## src/rtl/ioboard_pkg.sv

```systemverilog
// Shared constants for the I/O board switch front end.
package ioboard_pkg;

  // 2.5 ms sample period at 100 MHz.
  localparam int unsigned DswTickDivDefault   = 250000;
  localparam int unsigned DswFilterLenDefault = 4;

  localparam int unsigned DswBankWidth = 8;
  localparam int unsigned DswNumBanks  = 3;
  // Three banks packed as {bank2, bank1, bank0}.
  localparam int unsigned DswPackWidth = DswBankWidth * DswNumBanks;

  function automatic logic [DswPackWidth-1:0] dsw_pack(input logic [DswBankWidth-1:0] b2,
                                                       input logic [DswBankWidth-1:0] b1,
                                                       input logic [DswBankWidth-1:0] b0);
    return {b2, b1, b0};
  endfunction

endpackage

```

## src/rtl/dsw_filter_bit.sv

```systemverilog
// One switch: 2-flop synchronizer, tick-sampled history, debounced level and change strobe.
module dsw_filter_bit
  import ioboard_pkg::*;
#(
  parameter int unsigned FILTER_LEN = DswFilterLenDefault
) (
  input  logic clk_i,
  input  logic rst_ni,
  input  logic raw_i,
  input  logic tick_i,
  output logic stable_o,
  output logic changed_o
);

  logic [1:0]            sync_q, sync_d;
  logic [FILTER_LEN-1:0] hist_q, hist_d;
  logic                  stable_q, stable_d;
  logic                  changed_q, changed_d;

  // Next state: shift history on tick, accept a level once the whole history agrees.
  always_comb begin
    sync_d    = {sync_q[0], raw_i};
    hist_d    = hist_q;
    stable_d  = stable_q;
    changed_d = 1'b0;
    if (tick_i) begin
      hist_d = {hist_q[FILTER_LEN-2:0], sync_q[1]};
      if (&hist_d) begin
        stable_d = 1'b1;
      end else if (~|hist_d) begin
        stable_d = 1'b0;
      end
      changed_d = stable_d ^ stable_q;
    end
  end

  // State registers with synchronous active-low reset.
  always_ff @(posedge clk_i) begin
    if (!rst_ni) begin
      sync_q    <= '0;
      hist_q    <= '0;
      stable_q  <= 1'b0;
      changed_q <= 1'b0;
    end else begin
      sync_q    <= sync_d;
      hist_q    <= hist_d;
      stable_q  <= stable_d;
      changed_q <= changed_d;
    end
  end

  assign stable_o  = stable_q;
  assign changed_o = changed_q;

endmodule

```

## src/rtl/dsw_debounce.sv

```systemverilog
// DIP switch debouncer: shared sample prescaler, 24 per-bit filters, valid/ready change events.
module dsw_debounce
  import ioboard_pkg::*;
#(
  parameter int unsigned TICK_DIV   = DswTickDivDefault,
  parameter int unsigned FILTER_LEN = DswFilterLenDefault
) (
  input  logic                    clk,
  input  logic                    rst_n,
  input  logic [DswBankWidth-1:0] dsw0,
  input  logic [DswBankWidth-1:0] dsw1,
  input  logic [DswBankWidth-1:0] dsw2,
  output logic [DswBankWidth-1:0] stable0,
  output logic [DswBankWidth-1:0] stable1,
  output logic [DswBankWidth-1:0] stable2,
  output logic [DswPackWidth-1:0] changed,
  output logic                    evt_valid,
  input  logic                    evt_ready,
  output logic [DswPackWidth-1:0] evt_data,
  output logic                    evt_coalesced
);

  localparam int unsigned CntW    = (TICK_DIV > 1) ? $clog2(TICK_DIV) : 1;
  localparam logic [CntW-1:0] TickMax = CntW'(TICK_DIV - 1);
  localparam int NumBits = int'(DswPackWidth);

  logic [CntW-1:0]         cnt_q, cnt_d;
  logic                    tick;
  logic [DswPackWidth-1:0] raw_all, stable_all, changed_all;
  logic                    evt_valid_q, evt_valid_d;
  logic [DswPackWidth-1:0] evt_data_q, evt_data_d;
  logic                    evt_coal_q, evt_coal_d;
  logic                    xfer;

  assign raw_all = dsw_pack(dsw2, dsw1, dsw0);

  // Prescaler: count 0..TICK_DIV-1, tick on the terminal count and wrap in the same cycle.
  always_comb begin
    tick  = (cnt_q == TickMax);
    cnt_d = tick ? '0 : cnt_q + CntW'(1);
  end

  for (genvar i = 0; i < NumBits; i++) begin : g_bit
    dsw_filter_bit #(
      .FILTER_LEN(FILTER_LEN)
    ) u_bit (
      .clk_i    (clk),
      .rst_ni   (rst_n),
      .raw_i    (raw_all[i]),
      .tick_i   (tick),
      .stable_o (stable_all[i]),
      .changed_o(changed_all[i])
    );
  end

  // Event next state: a change opens a new event unless one is stuck pending, in which case
  // the newest snapshot overwrites it and the coalesced flag records the merge.
  always_comb begin
    evt_valid_d = evt_valid_q;
    evt_data_d  = evt_data_q;
    evt_coal_d  = evt_coal_q;
    xfer        = evt_valid_q & evt_ready;
    if (|changed_all) begin
      evt_data_d = stable_all;
      if (!evt_valid_q || xfer) begin
        evt_valid_d = 1'b1;
        evt_coal_d  = 1'b0;
      end else begin
        evt_coal_d  = 1'b1;
      end
    end else if (xfer) begin
      evt_valid_d = 1'b0;
    end
  end

  // Prescaler and event registers; reset restarts the prescaler and drops any pending event.
  always_ff @(posedge clk) begin
    if (!rst_n) begin
      cnt_q       <= '0;
      evt_valid_q <= 1'b0;
      evt_data_q  <= '0;
      evt_coal_q  <= 1'b0;
    end else begin
      cnt_q       <= cnt_d;
      evt_valid_q <= evt_valid_d;
      evt_data_q  <= evt_data_d;
      evt_coal_q  <= evt_coal_d;
    end
  end

  assign stable0       = stable_all[7:0];
  assign stable1       = stable_all[15:8];
  assign stable2       = stable_all[23:16];
  assign changed       = changed_all;
  assign evt_valid     = evt_valid_q;
  assign evt_data      = evt_data_q;
  assign evt_coalesced = evt_coal_q;

endmodule

```

## config.mk

```make
export PLATFORM = sky130hd
export DESIGN_NAME = dsw_debounce
export DESIGN_NICKNAME = d
export VERILOG_FILES = /design/src/rtl/ioboard_pkg.sv /design/src/rtl/dsw_filter_bit.sv /design/src/rtl/dsw_debounce.sv
export SDC_FILE = /design/constraint.sdc
export NUM_CORES = 1
export LEC_CHECK = 0
export BUFFER_PORTS_ARGS = -buffer_cell sky130_fd_sc_hd__buf_4
export CAP_MARGIN = 0
export CORE_AREA = 5 5 120 122
export DETAILED_ROUTE_END_ITERATION = 10
export DIE_AREA = 0 0 125 127
export PLACE_DENSITY = 0.84
export SLEW_MARGIN = 10
export SYNTH_ARGS = -nofsm -noshare
export SYNTH_HDL_FRONTEND = slang
export SYNTH_SLANG_ARGS = --single-unit
export TNS_END_PERCENT = 5
```

## constraint.sdc

```tcl
create_clock -name clk -period 5.7 [get_ports clk]
set_clock_uncertainty 0.15 [all_clocks]
set_input_delay 0.285 -clock clk [delete_from_list [all_inputs] [get_ports clk]]
set_output_delay 0.285 -clock clk [all_outputs]
set_load 0.01 [all_outputs]
```

==> results of run 1 <==
[layout by cell type, fill, tap and decap left out, types with 2 or more instances in the layout]
master and instances:
xor2_1 7, buf_4 102, nand4_1 11, nor2b_1 4, o21ai_0 44, or3b_2 3, and2_1 51, dlygate4sd3_1 25
nor3_1 25, nor4_1 10, a22o_1 96, nand3b_1 21, mux2i_1 27, clkbuf_16 23, and3_1 22, xnor2_1 7
nor2_1 20, and3_4 4, nand2_1 55, inv_1 22, nand3_1 30, and4_1 2, clkbuf_8 6, dfxtp_1 212
clkbuf_1 7, a21oi_1 28, or3_1 3, a31oi_1 3
[cell families (layout without fill, tap and decap cells)]
logic type | Yosys count | count (layout)
muxes | 27 | 27
AOI/OAI and AO/OA | 173 | 173
adders and majority gates | 1 | 1
buffers and inverters | 111 | 187
and+or+nand+nor | 267 | 267
DFF | 212 | 212
xor gates and xnor gates | 14 | 14
[sequential cells by signal, indices dropped and copies added (netlist names)]
signal                 count
cnt_q                     18
evt_valid                  1
evt_coalesced              1
g_bit.u_bit.stable_o      24
evt_data                  24
g_bit.u_bit.sync_q        48
g_bit.u_bit.changed_o     24
g_bit.u_bit.hist_q        72
[where the power goes]
| part | total (µW) | internal [µW] | switching [µW] |
|---|---|---|---|
| registers | 1510 | 1500 | 9.93 |
| clock network | 1390 | 859 | 536 |
| logic | 67.9 | 34.9 | 32.9 |
[critical path, cell delays in order, from the launching register on]
cell     delay [ns]
dfxtp_1        0.34
ha_1           0.33
and3_4         0.21
and3_4         0.20
a21oi_4        0.83
buf_4          0.62
a22o_1         0.25
[how the worst max path moves through the flow]
| stage | startpoint | to | slack (ns) |
|---|---|---|---|
| 2_1_floorplan | cnt_q[0]$_SDFF_PP0_ | g_bit[0].u_bit.hist_q[0]$_SDFFE_PN0N_ | 3.74 |
| 3_3_place_gp | rst_n | g_bit[15].u_bit.stable_o$_SDFFE_PN0N_ | 2.63 |
| 3_5_place_dp | rst_n | g_bit[22].u_bit.hist_q[2]$_SDFFE_PN0N_ | 2.48 |
| 4_1_cts | cnt_q[0]$_SDFF_PP0_ | g_bit[20].u_bit.hist_q[2]$_SDFFE_PN0N_ | 2.68 |
| 5_1_grt | cnt_q[0]$_SDFF_PP0_ | g_bit[20].u_bit.hist_q[2]$_SDFFE_PN0N_ | 2.48 |
| 6_report | cnt_q[0]$_SDFF_PP0_ | g_bit[20].u_bit.hist_q[2]$_SDFFE_PN0N_ | 2.69 |
[routing by layer]
metal,up-vias,track usage [%]
met1,2909,24.60
met3,50,4.174
met2,177,37.17
met4,0,8.673
li1,2924,-
met5,-,0
[final cells by class]
type	instances	area, µm²
Inverter	22	82.58
Clock buffer	36	684.4
Fill cell	891	3664
Clock inverter	2	35.03
Timing Repair Buffer	127	1016
Multi-Input combinational cell	482	3139
Sequential cell	212	4244
Tap cell	176	220.2
[what timing repair did]
action	CTS	global route
setup buffers	0	0
endpoints found under the hold margin	25	0
hold buffers	25	0
[per-stage QoR]
stage	power [µW]	hold slack (ns)	cells	worst slack (ns)	instance area, µm²
2_1_floorplan	1575	0.2619	805	3.739	8053
3_3_place_gp	1593	0.2639	994	2.627	8452
3_5_place_dp	1596	0.2688	994	2.476	8452
4_1_cts	2997	0.2848	1057	2.679	9422
5_1_grt	3068	0.2939	1057	2.476	9422
6_report	2972	0.2588	1057	2.688	9422
==> impl_metrics.csv, run 1 <==
group,metric,value,unit
sta,slew_viol_final,0,
clocking,cts_resized,0,
detailed_routing,wl_met2,8587,µm
sta,hold_viol,0,
yosys,ys_types,37,
worst_hold_path,hp-start,"rst_n",
placed_design,numPortBuffers,100,
yosys,synth-edff-count,0,
detailed_routing,viasPerCell,5.733,
setup_path,critPathArrivalTime,3.28,ns
detailed_routing,via_count,6060,
setup_path,ff2ff_setup_slack,2.69,ns
run,drv_cap,0,
setup_path,reg2reg_depth,6,
placed_design,gp_congestion,0.8460,
floorplan,die_x,125,µm
yosys,yosys_warnings,0,
yosys,syn_inst,805,
power,pwr_density_cell,315.4,nW/µm²
yosys,synth_fp_nets,833,
setup_path,cp-end-kind,"flip-flop",
final_layout,drive_gt1_share,16.35,%
yosys,synth_most_common_cell,"dfxtp_1",
yosys,postSynth.asyncResetShare,0,%
floorplan,rows,42,
global_route,grt_overflow_total,0,
sta,tightest_slew,1.141,ns
global_route,grt_antenna_before_repair,0,
floorplan,die_h,127,µm
worst_hold_path,hp-class,"input pin to flip-flop",
yosys,synth_fa_ha_area_share,0.1554,%
floorplan,io_pins,101,
sta,setup_tns,0,ns
final_layout,antenna_cells,0,
sta,setup_viol,0,
clocking,clk_latency,0.48,ns
clocking,numCtsBuffers,22,
yosys,synth_top_family_by_area,"simple AND/OR/NAND/NOR gates",
detailed_routing,totalWireLength,17130,µm
sta,fin_crit,3.012,ns
final_layout,area_delta_synth_final,17.00,%
detailed_routing,firstDrtPassIters,6,
yosys,synth_flop_cell,"dfxtp_1",
power,leakage,0.003819,µW
placed_design,place_hpwl,10810,µm
yosys,yosysSeqAreaShare,52.70,%
setup_path,worstSetupPathType,"flip-flop to flip-flop",
sta,slew_headroom,23.73,%
clocking,path_clk_slew,0.06,ns
setup_path,worstPathRequired,5.97,ns
sta,fmaxAchievable,332.0,MHz
yosys,synth_commonest_cells,"212 x dfxtp_1, 96 x a22o_1, 55 x nand2_1",
yosys,synthMuxAreaShare,3.356,%
worst_hold_path,hold_path_depth,3,
power,vdd_drop_max,0.0002141,V
yosys,synth_area,8053,µm²
yosys,yosysTopAreaCell,"dfxtp_1",
setup_path,rr_endpoint,"g_bit[20].u_bit.hist_q[2]$_SDFFE_PN0N_",
floorplan,die-area,15880,µm²
global_route,grt_pass1_wl,28460,µm
detailed_routing,wl_per_cell,16.21,µm
sta,fin_crit_sh,52.85,%
worst_hold_path,hold_path_end,"evt_data[7]$_SDFFE_PN0P_",
clocking,clkSinkCount,212,
floorplan,initial_utilization,61.54,%
detailed_routing,drc,0,
global_route,grt_max_degree,104,
detailed_routing,drtIter0Drc,436,
clocking,h-tree-depth,1,
clocking,root_buffer,"clkbuf_16",
detailed_routing,highest_layer,"met4",
setup_path,worstPathMaxFanout,55,
run_status,outcome,"finished clean",
clocking,clk_path_buf_depth,3,
detailed_routing,wl_met1,7010,µm
global_route,grt.total_usage,20.83,%
detailed_routing,wl_met3,941,µm
setup_path,start_kind,"flip-flop",
final_layout,finalNetCount,895,
sta,rsz0062_at_grt,"no",
yosys,synth_compound_area_share,15.41,%
yosys,synth_top_area_share,52.70,%
detailed_routing,ant_nets,0,
setup_path,r2r_start,"cnt_q[0]$_SDFF_PP0_",
floorplan,core,13090,µm²
yosys,ys_ff_latch,212,
global_route,grt_pass1_vias,6105,
yosys,syn_area_per_cell,10.00,µm²
final_layout,fin_util,72.00,%
yosys,synth-xor-area-share,1.523,%
yosys,synthTopCellsByArea,"dfxtp_1 53%, a22o_1 10%, buf_4 4.8%, and2_1 4.0%, mux2i_1 3.4%",
yosys,yosys.area_share.simple,18.47,%
clocking,cts_tree,"done",
Power figures use the tool's default switching activity.
==> run 2: changes to the inputs <==
--- a/config.mk
+++ b/config.mk
@@ -7,10 +7,10 @@
 export LEC_CHECK = 0
 export BUFFER_PORTS_ARGS = -buffer_cell sky130_fd_sc_hd__buf_4
 export CAP_MARGIN = 0
-export CORE_AREA = 5 5 120 122
+export CORE_AREA = 5 5 131 133
 export DETAILED_ROUTE_END_ITERATION = 10
-export DIE_AREA = 0 0 125 127
-export PLACE_DENSITY = 0.84
+export DIE_AREA = 0 0 136 138
+export PLACE_DENSITY = 0.75
 export SLEW_MARGIN = 10
 export SYNTH_ARGS = -nofsm -noshare
 export SYNTH_HDL_FRONTEND = slang
==> constraint.sdc (replaced) <==
create_clock -name clk -period 2.63 [get_ports clk]
set_clock_uncertainty 0.15 [all_clocks]
set_input_delay 0.1315 -clock clk [delete_from_list [all_inputs] [get_ports clk]]
set_output_delay 0.1315 -clock clk [all_outputs]
set_load 0.01 [all_outputs]
==> run 2 against run 1 <==
- cell count rose by 5.7%
- first-iteration DRC count fell by 21%
- die area rose by 18%
- sequential share of layout area fell by 1.0 points
- largest cell class unchanged
==> impl_metrics.csv, run 2 (synthesized netlist as in run 1, its figures left out) <==
group,metric,value,unit
power,power_frac_clock,47.0,%
final_layout,regMostFlops,"g_bit.u_bit.hist_q",
sta,fmaxAchievable,399.1,MHz
power,leakage,0.003917,µW
setup_path,crit_chain,"nor4_1 -> nand4_1 -> nor2_4 -> buf_4 -> a21oi_1 -> dlygate4sd3_1",
sta,tightest_slew,0.6771,ns
clocking,cts_resized,0,
placed_design,dp_cells,1042,
final_layout,finalNetCount,913,
floorplan,die-area,18770,µm²
sta,fin_crit,2.506,ns
sta,final.setup.worst_slack,0.1242,ns
final_layout,fin_util,61.37,%
detailed_routing,via_count,5874,
floorplan,rows,46,
power,p_comb_share,2.5,%
sta,hold_viol,0,
setup_path,worstSetupPathType,"flip-flop to flip-flop",
detailed_routing,drtIter0Drc,346,
global_route,grt_pass1_vias,5523,
sta,slew_viol_final,0,
global_route,grt_pass1_wl,26890,µm
final_layout,reg_top3,"g_bit.u_bit.hist_q x72, g_bit.u_bit.sync_q x48",
floorplan,die_h,138,µm
clocking,clk_path_buf_depth,3,
detailed_routing,drc,0,
global_route,grt_max_degree,74,
sta,setup_tns,0,ns
final_layout,area_delta_synth_final,19.75,%
global_route,grt_antenna_before_repair,0,
final_layout,antenna_cells,0,
placed_design,numPortBuffers,100,
power,pwr_density_cell,671.3,nW/µm²
detailed_routing,totalWireLength,16310,µm
detailed_routing,firstDrtPassIters,4,
placed_design,place_hpwl,10240,µm
clocking,clk_latency,0.51,ns
floorplan,core,15710,µm²
setup_path,cp_slowest_cell,"dlygate4sd3_1",
power,switchingPower,1339,µW
final_layout,layout.cells.non_filler,1117,
placed_design,pre_cts_slack,0.3905,ns
setup_path,r2r_start,"g_bit[1].u_bit.changed_o$_SDFF_PN0_",
power,swShare,20.69,%
sta,slew_headroom,54.86,%
final_layout,largest_reg_flops,72,
setup_path,crit_end,"evt_valid$_SDFFE_PN0P_",
setup_path,ff2ff_setup_slack,0.12,ns
final_layout,final_area,9643,µm²
worst_hold_path,hp-class,"input pin to flip-flop",
floorplan,initial_utilization,51.25,%
sta,fin_crit_sh,95.28,%
detailed_routing,wl_per_cell,14.60,µm
floorplan,io_pins,101,
final_layout,final_common_cell,"dfxtp_1",
setup_path,worstPathRequired,2.88,ns
setup_path,critPathArrivalTime,2.75,ns
setup_path,worstPathMaxFanout,15,
final_layout,fillCellCount,1305,
run,drv_cap,0,
final_layout,final_cell_mix,"212 x dfxtp_1, 109 x buf_4, 96 x a22o_1, 55 x nand2_1, 51 x and2_1",
detailed_routing,ant_nets,0,
placed_design,postPlaceCellArea,8574,µm²
global_route,grt.total_usage,16.93,%
clocking,numCtsBuffers,23,
clocking,clkSinkCount,212,
clocking,cts_tree,"done",
power,internal-power,5134,µW
setup_path,rr_endpoint,"evt_valid$_SDFFE_PN0P_",
setup_path,start_kind,"flip-flop",
power,vdd_drop_max,0.0005307,V
detailed_routing,viasPerCell,5.259,
setup_path,startpoint,"g_bit[1].u_bit.changed_o$_SDFF_PN0_",
placed_design,gp_congestion,0.8152,
floorplan,die_x,136,µm
setup_path,cp-end-kind,"flip-flop",
clocking,h-tree-depth,1,
final_layout,drive_gt1_share,17.20,%
setup_path,crit_path_max_incr_delay,0.55,ns
run_status,outcome,"finished clean",
setup_path,reg2reg_depth,6,
clocking,root_buffer,"clkbuf_16",
clocking,path_clk_slew,0.06,ns
global_route,grt_overflow_total,0,
power,pwr-share-seq,50.5,%
sta,rsz0062_at_grt,"no",
sta,setup_viol,0,
## run 2: how the worst min path moves through the flow
| stage | start | to | slack, ns | depth (start not counted) |
|---|---|---|---|---|
| after floorplan | dsw0[0] | g_bit[0].u_bit.sync_q[0]$_SDFF_PN0_ | 0.11 | 1 |
| after global placement | dsw1[1] | g_bit[9].u_bit.sync_q[0]$_SDFF_PN0_ | 0.19 | 2 |
| after detailed placement | dsw0[5] | g_bit[5].u_bit.sync_q[0]$_SDFF_PN0_ | 0.19 | 2 |
| after CTS | dsw1[0] | g_bit[8].u_bit.sync_q[0]$_SDFF_PN0_ | 0.20 | 3 |
| after global routing | dsw1[0] | g_bit[8].u_bit.sync_q[0]$_SDFF_PN0_ | 0.21 | 3 |
| final | dsw0[7] | g_bit[7].u_bit.sync_q[0]$_SDFF_PN0_ | 0.22 | 3 |
## run 2: what timing repair did
item / in CTS / in global routing
hold endpoints to repair: 40 / 0
hold buffers: 34 / 0
buffers inserted: 0 / 0
setup endpoints to repair: 0 / 0
## run 2: power groups by stage
| stage | sequential (µW) | combinational (µW) | clock (µW) |
|---|---|---|---|
| 6_report | 3270 | 162 | 3040 |
| 5_1_grt | 3270 | 179 | 3270 |
| 4_1_cts | 3270 | 163 | 3100 |
| 3_5_place_dp | 3340 | 124 | 0 |
| 3_3_place_gp | 3340 | 123 | 0 |
| 2_1_floorplan | 3330 | 78.2 | 0 |
## run 2: cell type report
| type | count | area [µm²] | area share (%) |
|---|---|---|---|
| clock buffers | 36 | 684.4 | 7.097 |
| well taps | 216 | 270.3 | 2.803 |
| multi-input cells | 482 | 3139 | 32.55 |
| inverters | 22 | 82.58 | 0.8564 |
| clock inverters | 5 | 43.79 | 0.4541 |
| repair buffers | 144 | 1179 | 12.22 |
| flip-flops and latches | 212 | 4244 | 44.01 |
## run 2: metal layers
layer  track usage, %  routed length [µm]
met1            23.20                7582
met2            27.09                7554
met3            3.229                 829
met4            5.252                 348
met5                0                   0
## run 2: through the flow
step                      hold WS (ns)  power [µW]
final                           0.2151        6473
after global routing            0.2113        6722
after CTS                       0.1988        6535
after detailed placement        0.1933        3465
after global placement          0.1896        3463
after floorplan                 0.1088        3413
## run 2: worst max-delay path: cells and delay by family (launching register included)
kind                   cells  cell delay, ns
AO/OA/AOI/OAI              1            0.10
buffers and inverters      2            0.85
flip-flops                 1            0.31
AND/OR/NAND/NOR            3            0.98
